===== src/rtl/vga_capture_wdma.sv =====
// vga_capture_wdma: Avalon-MM write-master DMA. Pops 16-bit pixel words
// from a show-ahead FIFO and writes them to consecutive frame-buffer
// addresses.
// Ports:
//   clk, reset (async, active-low)
//   avs_s1_*       : register slave (BASE, LENGTH, CONTROL, STATUS, COUNT), irq
//   fifo_read_*    : show-ahead FIFO read port (one-cycle pop strobe)
//   avm_write_*    : Avalon-MM write master, byte address, 16-bit data
module vga_capture_wdma #(
  parameter int unsigned ADDR_W = 32,
  parameter int unsigned LEN_W  = 24,
  parameter int unsigned DATA_W = 16
) (
  input  logic              clk,
  input  logic              reset,
  input  logic              avs_s1_chipselect,
  input  logic [2:0]        avs_s1_address,
  input  logic              avs_s1_read,
  input  logic              avs_s1_write,
  input  logic [31:0]       avs_s1_writedata,
  input  logic [3:0]        avs_s1_byteenable,
  output logic [31:0]       avs_s1_readdata,
  output logic              avs_s1_waitrequest,
  output logic              avs_s1_irq,
  output logic              fifo_read_read,
  input  logic [DATA_W-1:0] fifo_read_data,
  input  logic              fifo_read_empty,
  output logic [ADDR_W-1:0] avm_write_address,
  output logic              avm_write_write,
  output logic [DATA_W-1:0] avm_write_writedata,
  input  logic              avm_write_waitrequest
);

  localparam int unsigned REG_W = 32;

  typedef enum logic [1:0] {S_IDLE, S_FETCH, S_WRITE, S_FIN} state_e;

  state_e              state_q, state_d;
  logic [ADDR_W-1:0]   base_q, base_d;
  logic [LEN_W-1:0]    length_q, length_d;
  logic                irq_en_q, irq_en_d;
  logic                cont_q, cont_d;
  logic                done_q, done_d;
  logic [LEN_W-1:0]    count_q, count_d;
  logic [ADDR_W-1:0]   addr_q, addr_d;
  logic [LEN_W-1:0]    remain_q, remain_d;
  logic                wr_q, wr_d;
  logic [DATA_W-1:0]   wdata_q, wdata_d;
  logic                pop_c;
  logic                reg_wr_c;
  logic                go_c;
  logic                busy_c;

  // Byte-lane merge of a register write into the current value.
  function automatic logic [REG_W-1:0] merge_be(input logic [REG_W-1:0] old_v,
                                                input logic [REG_W-1:0] new_v,
                                                input logic [3:0]       be);
    logic [REG_W-1:0] r;
    r = old_v;
    for (int i = 0; i < 4; i++) begin
      if (be[i]) r[8*i +: 8] = new_v[8*i +: 8];
    end
    return r;
  endfunction

  assign reg_wr_c = avs_s1_chipselect && avs_s1_write;
  assign go_c     = reg_wr_c && (avs_s1_address == 3'd2) &&
                    avs_s1_byteenable[0] && avs_s1_writedata[0];
  assign busy_c   = (state_q != S_IDLE);

  // Register file updates followed by the transfer FSM (FSM DONE set wins over a clear).
  always_comb begin
    state_d  = state_q;
    base_d   = base_q;
    length_d = length_q;
    irq_en_d = irq_en_q;
    cont_d   = cont_q;
    done_d   = done_q;
    count_d  = count_q;
    addr_d   = addr_q;
    remain_d = remain_q;
    wr_d     = wr_q;
    wdata_d  = wdata_q;
    pop_c    = 1'b0;

    if (reg_wr_c) begin
      case (avs_s1_address)
        3'd0: base_d = ADDR_W'(merge_be(REG_W'(base_q), avs_s1_writedata,
                                        avs_s1_byteenable)) & ~ADDR_W'(1);
        3'd1: length_d = LEN_W'(merge_be(REG_W'(length_q), avs_s1_writedata,
                                         avs_s1_byteenable));
        3'd2: if (avs_s1_byteenable[0]) begin
                irq_en_d = avs_s1_writedata[1];
                cont_d   = avs_s1_writedata[2];
              end
        3'd3: if (avs_s1_byteenable[0] && avs_s1_writedata[1]) done_d = 1'b0;
        default: ;
      endcase
    end

    case (state_q)
      S_IDLE: begin
        if (go_c) begin
          if (length_q != '0) begin
            addr_d   = base_q;
            remain_d = length_q;
            count_d  = '0;
            state_d  = S_FETCH;
          end else begin
            done_d = 1'b1;
          end
        end
      end
      S_FETCH: begin
        // Show-ahead head is captured and popped in the same cycle.
        if (!fifo_read_empty) begin
          wdata_d = fifo_read_data;
          pop_c   = 1'b1;
          wr_d    = 1'b1;
          state_d = S_WRITE;
        end
      end
      S_WRITE: begin
        if (!avm_write_waitrequest) begin
          wr_d     = 1'b0;
          addr_d   = addr_q + ADDR_W'(2);
          count_d  = count_q + LEN_W'(1);
          remain_d = remain_q - LEN_W'(1);
          state_d  = (remain_q == LEN_W'(1)) ? S_FIN : S_FETCH;
        end
      end
      S_FIN: begin
        done_d  = 1'b1;
        state_d = S_IDLE;
        if (cont_q && (length_q != '0)) begin
          addr_d   = base_q;
          remain_d = length_q;
          count_d  = '0;
          state_d  = S_FETCH;
        end
      end
      default: state_d = S_IDLE;
    endcase
  end

  // State and register flops.
  always_ff @(posedge clk or negedge reset) begin
    if (!reset) begin
      state_q  <= S_IDLE;
      base_q   <= '0;
      length_q <= '0;
      irq_en_q <= 1'b0;
      cont_q   <= 1'b0;
      done_q   <= 1'b0;
      count_q  <= '0;
      addr_q   <= '0;
      remain_q <= '0;
      wr_q     <= 1'b0;
      wdata_q  <= '0;
    end else begin
      state_q  <= state_d;
      base_q   <= base_d;
      length_q <= length_d;
      irq_en_q <= irq_en_d;
      cont_q   <= cont_d;
      done_q   <= done_d;
      count_q  <= count_d;
      addr_q   <= addr_d;
      remain_q <= remain_d;
      wr_q     <= wr_d;
      wdata_q  <= wdata_d;
    end
  end

  // Zero-latency register read mux.
  always_comb begin
    avs_s1_readdata = '0;
    if (avs_s1_chipselect && avs_s1_read) begin
      case (avs_s1_address)
        3'd0: avs_s1_readdata = REG_W'(base_q);
        3'd1: avs_s1_readdata = REG_W'(length_q);
        3'd2: avs_s1_readdata = REG_W'({cont_q, irq_en_q, 1'b0});
        3'd3: avs_s1_readdata = REG_W'({done_q, busy_c});
        3'd4: avs_s1_readdata = REG_W'(count_q);
        default: avs_s1_readdata = '0;
      endcase
    end
  end

  assign avs_s1_waitrequest  = 1'b0;
  assign avs_s1_irq          = done_q && irq_en_q;
  assign fifo_read_read      = pop_c;
  assign avm_write_address   = addr_q;
  assign avm_write_write     = wr_q;
  assign avm_write_writedata = wdata_q;

endmodule


===== config.mk =====
export PLATFORM = sky130hd
export DESIGN_NAME = vga_capture_wdma
export DESIGN_NICKNAME = d
export VERILOG_FILES = /design/src/rtl/vga_capture_wdma.sv
export SDC_FILE = /design/constraint.sdc
export NUM_CORES = 1
export LEC_CHECK = 0
export CORE_MARGIN = 1.5
export CORE_UTILIZATION = 54
export DETAILED_ROUTE_END_ITERATION = 16
export GPL_ROUTABILITY_DRIVEN = 1
export PLACE_DENSITY = 0.79
export SYNTH_ARGS = -nofsm -noshare
export SYNTH_HDL_FRONTEND = slang
export SYNTH_SLANG_ARGS = --single-unit

===== constraint.sdc =====
create_clock -name clk -period 3.13 [get_ports clk]
set_clock_uncertainty 0.05 [all_clocks]
set_input_delay 0.7825 -clock clk [delete_from_list [all_inputs] [get_ports clk]]
set_output_delay 0.7825 -clock clk [all_outputs]
set_load 0.02 [all_outputs]

==> flow_metrics.tcl <==
set metrics [dict create \
    status "complete, no violations" \
    dp.cells 1315 \
    final_cell_count_no_fill 1353 \
    grt_pass1_wl_um 45100 \
    slew_viol_final 0 \
    dieWidth_um 132 \
    maxCapViolCount 0 \
    critPathKind "in -> out" \
    grt_pass1_vias 8438 \
    die_y_um 132 \
    worstPathCellList "dlygate4sd2_1 > buf_4 > mux2_2 > a22oi_1 > o22a_1 > nor2_1 > clkdlybuf4s15_2" \
    final_common_cell "dfrtp_1" \
    drt_iter0_drc 1142 \
    htree_levels 4 \
    synth_ff_type "dfrtp_1" \
    path_max_fanout 5 \
    layout-drive-gt1-share 0.209 \
    ir_drop_mv 0.688 \
    cellPowerDensity_mw_per_mm2 954 \
    fill_cells 1227 \
    ys_seq_elements 156 \
    required_ps 2300 \
    relSlewSlack 0.508 \
    antenna_found_initial 0 \
    final-setup-viol-count 0 \
    p_leak_nw 4.93 \
    cts-root-buf "clkbuf_16" \
    max_stage_delay_ps 330 \
    min_period_over_period 0.975 \
    clock_latency_ps 440 \
    cts_sinks 156 \
    nNetsFinal 1197 \
    cts_buffers 17 \
    totalWireLength_um 28100 \
    cts.clk_slew.worst_paths_ps 60 \
    final-hold-violation-count 0 \
    holdWs_ps 260 \
    port_buffers 143 \
    avgViaCountPerCell 6.48 \
    die_area_mm2 0.0173 \
    dpl_cell_area_mm2 0.0109 \
    drtPass1Iterations 7 \
    grt_overflow 0 \
    num_io_pins 146 \
    syn_area_mm2 0.00894 \
    num_vias 8762 \
    start_kind "input pin" \
    wire_per_inst_um 20.8 \
    clock_path_buffers 2 \
    grt_max_degree 101 \
    clock.fmax_mhz 328 \
    antenna_left 0 \
    yosysWarnings 0 \
    syn_avg_cell_area_um2 9.28 \
    dp_hpwl_um 18900 \
    fin_total_pwr_mw 11.1 \
    cpMaxStageDelayCell "mux2_2" \
    synth_cells 963 \
    yosysUniqueCellTypes 61 \
    tritoncts "built" \
    finalInstanceArea_mm2 0.0116 \
    synth_edf_count 0 \
    critical_path_arrival_ps 2220 \
    fp-row-count 46 \
    antennaDiodeCount 0 \
    start_util 0.559 \
    gp_congestion 0.879 \
    layout_common_cells "dfrtp_1, clkdlybuf4s50_1, nand2_1" \
    async_flop_share 1.00 \
    layout_min_cycle_time_ps 3050 \
    seq_area_frac_synth 0.437 \
    syn_to_final_growth_pct 29.6 \
    grt_usage 0.327 \
    core_area_mm2 0.0160 \
    drc 0 \
    hold_class "in -> async" \
    max_slew.worst_pin.slew_ps 731 \
    endpoint_kind "primary output" \
    rsz0062_at_grt "no" \
    tns_ps 0 \
]
[registers in the layout, summed over array words and instances (netlist names)]
| name | cells |
|---|---|
| avm_write_address | 31 |
| avm_write_write | 1 |
| avm_write_writedata | 16 |
| base_q | 31 |
| cont_q | 1 |
| count_q | 24 |
| done_q | 1 |
| irq_en_q | 1 |
| length_q | 24 |
| remain_q | 24 |
| state_q | 2 |
[area by class of cell]
| cell class | count | area, µm² | share of cell area |
|---|---|---|---|
| Clock buffer | 19 | 443 | 0.0382 |
| Clock inverter | 11 | 143 | 0.0123 |
| Inverter | 40 | 150 | 0.0130 |
| Multi-Input combinational cell | 707 | 4750 | 0.410 |
| Sequential cell | 156 | 3900 | 0.337 |
| Tap cell | 216 | 270 | 0.0233 |
| Timing Repair Buffer | 204 | 1930 | 0.166 |
[Yosys cell counts, drive strengths merged (2+ instances only)]
library cell / instances / share of area
nand3: 69 / 0.039
or3: 6 / 0.0042
o21bai: 2 / 0.0017
mux2i: 23 / 0.026
a32oi: 6 / 0.0059
o21ai: 21 / 0.012
nand2: 96 / 0.041
nand2b: 2 / 0.0014
dfrtp: 156 / 0.44
or4: 14 / 0.012
a311oi: 2 / 0.0020
o221ai: 9 / 0.0088
nor3b: 3 / 0.0025
a211oi: 3 / 0.0025
a21oi: 33 / 0.019
a21o: 5 / 0.0050
a32o: 2 / 0.0022
and3: 30 / 0.021
nor2b: 10 / 0.0070
nand4: 15 / 0.010
nor3: 15 / 0.010
nor2: 99 / 0.042
o211ai: 8 / 0.0067
clkbuf: 40 / 0.017
or2: 2 / 0.0014
a31oi: 16 / 0.011
nand3b: 8 / 0.0067
mux2: 69 / 0.087
nand4b: 8 / 0.0078
o22ai: 21 / 0.015
and2: 17 / 0.012
o221a: 6 / 0.0076
ha: 9 / 0.013
and4: 7 / 0.0069
a211o: 3 / 0.0029
a221oi: 30 / 0.031
o22a: 2 / 0.0020
buf: 24 / 0.019
inv: 40 / 0.017
nor4: 16 / 0.011
a31o: 2 / 0.0020
o31ai: 3 / 0.0031
a22oi: 4 / 0.0034
[critical path: cells and delay by family]
family                 cells  cell delay (ps)
AO/OA/AOI/OAI              2              330
AND/OR/NAND/NOR            1               50
multiplexers               1              330
buffers and inverters      3              720
[metrics by stage]
stage | utilization | worst slack [ps]
after global routing | 0.724 | 25.5
final | 0.724 | 79.2
after CTS | 0.720 | 3.68
after global placement | 0.680 | -488
after floorplan | - | 220
after detailed placement | 0.680 | -561
[repair_timing]
| action | CTS | global route |
|---|---|---|
| hold endpoints to repair | 0 | 0 |
| resized for setup | 188 | 6 |
| setup endpoints to repair | 32 | 31 |
| pin swaps | 10 | 0 |
| hold buffers | 0 | 0 |
| gates cloned | 4 | 0 |
| buffers inserted | 1 | 4 |
[report_power, final]
group | switching, mW | internal, mW
sequential | 0.996 | 2.79
clock | 0.848 | 1.26
combinational | 2.87 | 2.29
total | 4.71 | 6.34
[per-layer routing]
metal / part of all wire / up-vias / GRT usage
li1: - / 3876 / -
met1: 0.39 / 4247 / 0.426
met2: 0.48 / 542 / 0.528
met3: 0.098 / 97 / 0.0760
met4: 0.040 / 0 / 0.134
met5: 0 / - / 0
[path summary, 6_finish.rpt]
| kind | start | end | slack [ps] | cells past startpoint |
|---|---|---|---|---|
| max in group asynchronous | reset | count_q[17] | 1870 | 2 |
| hold reg to reg | base_q[31] | base_q[31] | 460 | 1 |
| min in group clk | base_q[31] | base_q[31] | 460 | 1 |
| hold / removal | reset | count_q[11] | 260 | 1 |
| setup / recovery | avs_s1_address[0] | avs_s1_readdata[1] | 80 | 7 |
| setup reg to reg | length_q[12] | remain_q[15] | 220 | 8 |
[kinds of logic (layout without fill, tap and decap cells)]
group                    Yosys count  count (layout)  share of synthesized area
AND/OR/NAND/NOR                  418             421                      0.237
buffers and inverters            104             274                     0.0522
AO/OA/AOI/OAI                    183             183                      0.149
other                              1               2                   0.000419
multiplexers                      92              92                      0.113
flip-flops                       156             156                      0.437
adder cells (fa/ha/maj)            9               9                     0.0126
(Power assumes the default switching activity.)
